## src/rtl/mem_access_unit.sv

```systemverilog
// mem_access_unit: core-side load/store initiator for a word-organised data memory.
// Accepts one RV32 load/store per handshake, issues one or two word-aligned beats,
// waits for mem_ready (with optional timeout) and returns extended load data.
// Compile-time option: define MISALIGNED_SPLIT_EN to split word-crossing accesses
// into two beats; otherwise misaligned H/W accesses are rejected with resp_err.
module mem_access_unit #(
  parameter int unsigned ADDR_W  = 32,
  parameter int unsigned TIMEOUT = 16
) (
  input  logic              clk,
  input  logic              reset,
  input  logic              req_valid,
  output logic              req_ready,
  input  logic              req_store,
  input  logic [2:0]        req_funct3,
  input  logic [ADDR_W-1:0] req_addr,
  input  logic [31:0]       req_wdata,
  output logic              resp_valid,
  output logic [31:0]       resp_rdata,
  output logic              resp_err,
  output logic [ADDR_W-1:0] mem_addr,
  output logic              mem_re,
  output logic              mem_we,
  output logic [3:0]        mem_be,
  output logic [31:0]       mem_wdata,
  input  logic [31:0]       mem_rdata,
  input  logic              mem_ready
);

  localparam int unsigned CNT_W    = (TIMEOUT > 1) ? $clog2(TIMEOUT) : 1;
  localparam bit          TMO_EN   = (TIMEOUT != 0);
  localparam logic [CNT_W-1:0] TMO_LAST = (TIMEOUT == 0) ? '0 : CNT_W'(TIMEOUT - 1);

  typedef enum logic [1:0] {IDLE, BEAT0, BEAT1, RESP} state_t;

  state_t state, state_d;

  // registered request context
  logic              r_store, r_store_d;
  logic [2:0]        r_funct3, r_funct3_d;
  logic [1:0]        r_off, r_off_d;
  logic [3:0]        r_be_hi, r_be_hi_d;
  logic [31:0]       r_wd_hi, r_wd_hi_d;
  logic [31:0]       buf_lo, buf_lo_d;
  logic [CNT_W-1:0]  tcnt, tcnt_d;

  // next values of the registered outputs
  logic              req_ready_d, resp_valid_d, resp_err_d, mem_re_d, mem_we_d;
  logic [31:0]       resp_rdata_d, mem_wdata_d;
  logic [ADDR_W-1:0] mem_addr_d;
  logic [3:0]        mem_be_d;

  // request decode: lane placement and legality
  logic [1:0]  req_off;
  logic [3:0]  req_mask;
  logic [7:0]  req_be8;
  logic [63:0] req_wd64;
  logic        f3_legal, misaligned, req_bad;

  // beat-side helpers
  logic        tmo_hit;
  logic [63:0] beat64;

  // shift the assembled buffer down to the byte offset and extend to 32 bits
  function automatic logic [31:0] extract(input logic [63:0] b, input logic [1:0] off,
                                          input logic [2:0] f3);
    logic [31:0] sh;
    sh = 32'(b >> {off, 3'b000});
    case (f3)
      3'b000:  extract = {{24{sh[7]}}, sh[7:0]};
      3'b001:  extract = {{16{sh[15]}}, sh[15:0]};
      3'b100:  extract = {24'd0, sh[7:0]};
      3'b101:  extract = {16'd0, sh[15:0]};
      default: extract = sh;
    endcase
  endfunction

  // decode the incoming request into lane enables, positioned data and an error flag
  always_comb begin
    req_off = req_addr[1:0];
    case (req_funct3[1:0])
      2'b00:   req_mask = 4'h1;
      2'b01:   req_mask = 4'h3;
      default: req_mask = 4'hF;
    endcase
    req_be8  = {4'h0, req_mask} << req_off;
    req_wd64 = {32'd0, req_wdata} << {req_off, 3'b000};
    if (req_store) f3_legal = (req_funct3 == 3'b000) || (req_funct3 == 3'b001) ||
                              (req_funct3 == 3'b010);
    else           f3_legal = (req_funct3 != 3'b011) && (req_funct3 != 3'b110) &&
                              (req_funct3 != 3'b111);
`ifdef MISALIGNED_SPLIT_EN
    misaligned = 1'b0;
`else
    misaligned = ((req_funct3[1:0] == 2'b01) && req_off[0]) ||
                 ((req_funct3[1:0] == 2'b10) && (req_off != 2'b00));
`endif
    req_bad = !f3_legal || misaligned;
  end

  // timeout detection and load-buffer assembly for the current beat
  always_comb begin
    tmo_hit = TMO_EN && !mem_ready && (tcnt == TMO_LAST);
    beat64  = (state == BEAT1) ? {mem_rdata, buf_lo} : {32'd0, mem_rdata};
  end

  // state register
  always_ff @(posedge clk) begin
    if (reset) state <= IDLE;
    else       state <= state_d;
  end

  // next-state logic
  always_comb begin
    state_d = state;
    case (state)
      IDLE:  if (req_valid) state_d = req_bad ? RESP : BEAT0;
      BEAT0: begin
        if (mem_ready)    state_d = (r_be_hi != 4'h0) ? BEAT1 : RESP;
        else if (tmo_hit) state_d = RESP;
      end
      BEAT1: if (mem_ready || tmo_hit) state_d = RESP;
      RESP:  state_d = IDLE;
      default: state_d = IDLE;
    endcase
  end

  // output and datapath next values
  always_comb begin
    req_ready_d  = (state_d == IDLE);
    resp_valid_d = 1'b0;
    resp_err_d   = 1'b0;
    resp_rdata_d = 32'd0;
    mem_re_d     = mem_re;
    mem_we_d     = mem_we;
    mem_addr_d   = mem_addr;
    mem_be_d     = mem_be;
    mem_wdata_d  = mem_wdata;
    r_store_d    = r_store;
    r_funct3_d   = r_funct3;
    r_off_d      = r_off;
    r_be_hi_d    = r_be_hi;
    r_wd_hi_d    = r_wd_hi;
    buf_lo_d     = buf_lo;
    tcnt_d       = tcnt;
    case (state)
      IDLE: begin
        if (req_valid) begin
          r_store_d  = req_store;
          r_funct3_d = req_funct3;
          r_off_d    = req_off;
          r_be_hi_d  = req_be8[7:4];
          r_wd_hi_d  = req_wd64[63:32];
          tcnt_d     = '0;
          if (req_bad) begin
            resp_valid_d = 1'b1;
            resp_err_d   = 1'b1;
          end else begin
            mem_re_d    = !req_store;
            mem_we_d    = req_store;
            mem_addr_d  = {req_addr[ADDR_W-1:2], 2'b00};
            mem_be_d    = req_be8[3:0];
            mem_wdata_d = req_wd64[31:0];
          end
        end
      end
      BEAT0, BEAT1: begin
        if (mem_ready) begin
          buf_lo_d = mem_rdata;
          if ((state == BEAT0) && (r_be_hi != 4'h0)) begin
            mem_addr_d  = mem_addr + ADDR_W'(4);
            mem_be_d    = r_be_hi;
            mem_wdata_d = r_wd_hi;
            tcnt_d      = '0;
          end else begin
            mem_re_d     = 1'b0;
            mem_we_d     = 1'b0;
            resp_valid_d = 1'b1;
            resp_rdata_d = r_store ? 32'd0 : extract(beat64, r_off, r_funct3);
          end
        end else if (tmo_hit) begin
          mem_re_d     = 1'b0;
          mem_we_d     = 1'b0;
          resp_valid_d = 1'b1;
          resp_err_d   = 1'b1;
        end else if (TMO_EN) begin
          tcnt_d = tcnt + CNT_W'(1);
        end
      end
      default: ;
    endcase
  end

  // output and datapath registers
  always_ff @(posedge clk) begin
    if (reset) begin
      req_ready  <= 1'b1;
      resp_valid <= 1'b0;
      resp_err   <= 1'b0;
      resp_rdata <= 32'd0;
      mem_re     <= 1'b0;
      mem_we     <= 1'b0;
      mem_addr   <= '0;
      mem_be     <= 4'h0;
      mem_wdata  <= 32'd0;
      r_store    <= 1'b0;
      r_funct3   <= 3'd0;
      r_off      <= 2'd0;
      r_be_hi    <= 4'h0;
      r_wd_hi    <= 32'd0;
      buf_lo     <= 32'd0;
      tcnt       <= '0;
    end else begin
      req_ready  <= req_ready_d;
      resp_valid <= resp_valid_d;
      resp_err   <= resp_err_d;
      resp_rdata <= resp_rdata_d;
      mem_re     <= mem_re_d;
      mem_we     <= mem_we_d;
      mem_addr   <= mem_addr_d;
      mem_be     <= mem_be_d;
      mem_wdata  <= mem_wdata_d;
      r_store    <= r_store_d;
      r_funct3   <= r_funct3_d;
      r_off      <= r_off_d;
      r_be_hi    <= r_be_hi_d;
      r_wd_hi    <= r_wd_hi_d;
      buf_lo     <= buf_lo_d;
      tcnt       <= tcnt_d;
    end
  end

endmodule

```

## config.mk

```make
export PLATFORM = sky130hd
export DESIGN_NAME = mem_access_unit
export DESIGN_NICKNAME = d
export VERILOG_FILES = /design/src/rtl/mem_access_unit.sv
export SDC_FILE = /design/constraint.sdc
export NUM_CORES = 1
export LEC_CHECK = 0
export CAP_MARGIN = 10
export CORE_UTILIZATION = 40
export DETAILED_ROUTE_END_ITERATION = 10
export PLACE_DENSITY = 0.69
export SKIP_LAST_GASP = 1
export SLEW_MARGIN = 20
export SYNTH_ARGS = -nofsm -noshare
export SYNTH_HDL_FRONTEND = slang
export SYNTH_SLANG_ARGS = --single-unit
```

## constraint.sdc

```tcl
create_clock -name clk -period 2.35 [get_ports clk]
set_clock_uncertainty 0.15 [all_clocks]
set_input_delay 0.235 -clock clk [delete_from_list [all_inputs] [get_ports clk]]
set_output_delay 0.235 -clock clk [all_outputs]
set_load 0.1 [all_outputs]
```

==> results.json <==
{
  "post_drt_wl_per_cell_microns": 17.97,
  "die_w_microns": 152.2,
  "yosysSeqAreaShare": 0.3858,
  "synth.top_cell.area_share": 0.3858,
  "timing.final.hold_violations": 0,
  "rr_startpoint": "state[1]",
  "min_period_ns": 2.228,
  "syn_to_final_growth_pct": 34.12,
  "drive_gt1_frac": 0.2410,
  "via_per_inst": 5.729,
  "ys_seq_elements": 174,
  "core_area_sq_mm": 0.02196,
  "cts.sinks": 174,
  "whs_ns": 0.1298,
  "cp-start-kind": "flip-flop",
  "dr.pass1.iters": 8,
  "clk_pin_slew_worst_paths_ns": 0.07,
  "synth-async-reset-ratio": 0,
  "status": "complete, but fails checks",
  "io_buffer_count": 206,
  "diodes": 0,
  "grt_pass1_wl_microns": 45670,
  "drt_iter0_drc": 660,
  "design_area_sq_mm": 0.01211,
  "dp_hpwl_microns": 20490,
  "violations": "design-rule violations",
  "peakVddDrop_mv": 1.128,
  "fill_cells": 2059,
  "period_share": 0.9482,
  "grt_pass1_vias": 8559,
  "finalSetupViolCount": 0,
  "drc_errors": 18,
  "synth_cell_types": 61,
  "r2r_slack_ns": 0.12,
  "cpPeakStageDelay_ns": 0.51,
  "critPathKind": "reg2reg",
  "htree_num_levels": 4,
  "postPlaceCellArea_sq_mm": 0.01148,
  "layout_common_cells": "buf_4, dfxtp_1, nand2_1, a21oi_1",
  "hold_path_startpoint": "reset",
  "worstSkewPairLatency_ns": 0.44,
  "cts_setup_buffers": 0,
  "leakage_nw": 4.505,
  "synth_ff_type": "dfxtp_1",
  "endpoint_kind": "flip-flop",
  "slew_headroom": 0.5574,
  "die_h_microns": 152.2,
  "powerDensity_mw_per_mm2": 1474,
  "netlist_instances": 1088,
  "hold_class": "in2reg",
  "cap_violations": 0,
  "clock_path_buffers": 2,
  "grt_use_total": 0.2452,
  "die_area_sq_mm": 0.02318,
  "crit_start": "state[1]",
  "place.gp.congestion": 0.9441,
  "drt_wl_total_microns": 28530,
  "layout_commonest_cell": "buf_4",
  "max_slew.worst_pin.slew_ns": 0.6639,
  "cp_max_fo": 18,
  "crit_chain": "inv_1 -> ha_1 -> o31a_1 -> nand2_1 -> a21o_4 -> or4_1 -> a21oi_1",
  "arrival_ns": 2.44,
  "vias": 9092,
  "clock.fmax_ghz": 0.4488,
  "grt_max_degree": 61,
  "synth_enable_flop_cells": 0,
  "antenna_found_initial": 1,
  "numCtsBuffers": 17,
  "root_buffer": "clkbuf_16",
  "nets": 1405,
  "synth_area_leaders": "dfxtp_1, a21oi_1, nand2_1",
  "worst_path_max_delay_cell": "or4_1",
  "ys_warn_count": 0,
  "fp-row-count": 54,
  "cts_tree": "built",
  "crit_required_ns": 2.56,
  "start_util": 0.4112,
  "yosysTopAreaCell": "dfxtp_1",
  "slew_viol_final": 0,
  "grt_remaining_overflow": 0,
  "final_antenna_net_count": 0,
  "avgSynthCellArea_sq_um": 8.298,
  "syn_area_sq_mm": 0.009029,
  "rsz0062_at_grt": "yes",
  "boundaryPins": 209
}
state kept, by name (all words and copies together), names as in the netlist, 2 cells and up:
register and count:
buf_lo 32, mem_addr 30, mem_be 4, mem_wdata 32, r_be_hi 3, r_funct3 3, r_off 2, r_wd_hi 24
resp_rdata 32, state 2, tcnt 4
routing by layer:
metal  track usage  share of wire
met5             0              0
met4       0.08552          0.026
met3       0.05745          0.075
met2        0.3899           0.46
met1        0.3249           0.44
power by group:
group          total (mW)  internal, mW  leakage [nW]  switching, mW
registers            4.38          3.75          1.43          0.635
logic                10.7          3.36          2.80           7.33
clock network        2.76          1.41         0.281           1.35
metrics by stage:
stage                     setup WS, ns  setup TNS [ns]    util  cells  power (mW)
after floorplan               -0.01234        -0.01234       -   1089       12.10
after global placement        0.007202               0  0.5229   1554       14.86
after detailed placement      -0.07387          -1.037  0.5229   1554       14.98
after CTS                      0.01307               0  0.5496   1587       17.80
after global routing          -0.01155        -0.01155  0.5515   1587       18.86
final                           0.1216               0  0.5515   1587       17.84
critical path: cells and delay by family, from the launching register on:
kind,cells,cell delay (ns)
AO/OA/AOI/OAI,3,0.67
buffers and inverters,1,0.13
flip-flops,1,0.37
AND/OR/NAND/NOR,2,0.63
adder cells (fa/ha/maj),1,0.22
cell type report:
type / instances / area (sq um) / share of cell area
clock inverter: 15 / 143.9 / 0.01188
sequential: 174 / 3526 / 0.2912
tap: 280 / 350.3 / 0.02893
multi-input combinational: 803 / 5106 / 0.4217
timing repair buffer: 282 / 2497 / 0.2062
inverter: 16 / 60.06 / 0.004960
clock buffer: 17 / 425.4 / 0.03513
worst paths after layout:
path                            cells past startpoint             to
worst max register to register                      7  mem_wdata[29]
worst max-delay path                                7  mem_wdata[29]
worst min register to register                      2      buf_lo[4]
worst min-delay path                                3       r_off[0]
cells in the mapped netlist, drive strengths merged, types with 4 or more instances:
library cell,number
a211oi,18
mux2i,37
o211ai,18
o32ai,6
buf,41
o22ai,6
nand3,30
dfxtp,174
nand2,152
nor3,39
or3,5
and2,4
a311oi,4
ha,7
a21oi,116
o22a,8
a221oi,27
clkbuf,54
and3,4
o31a,5
inv,14
nor2,101
mux4,17
o2bb2ai,4
a22oi,17
mux2,38
nor4,8
a2bb2oi,4
nand4,12
or2,8
or4,13
nor2b,9
o21ai,63
what timing repair did:
item | CTS | global route
endpoints found under the hold margin | 1 | 0
hold buffers | 1 | 0
setup endpoints to repair | 9 | 71
pin swaps | 0 | 1
gates resized for setup | 2 | 9
cells by family after synthesis:
logic type	after synthesis	share of synthesized area
buffers and inverters	112	0.05405
AND/OR/NAND/NOR	388	0.1960
flip-flops	174	0.3858
AO/OA/AOI/OAI	314	0.2233
adder cells (fa/ha/maj)	7	0.009700
other	1	0.0004153
multiplexers	92	0.1308
Power figures use the tool's default switching activity.
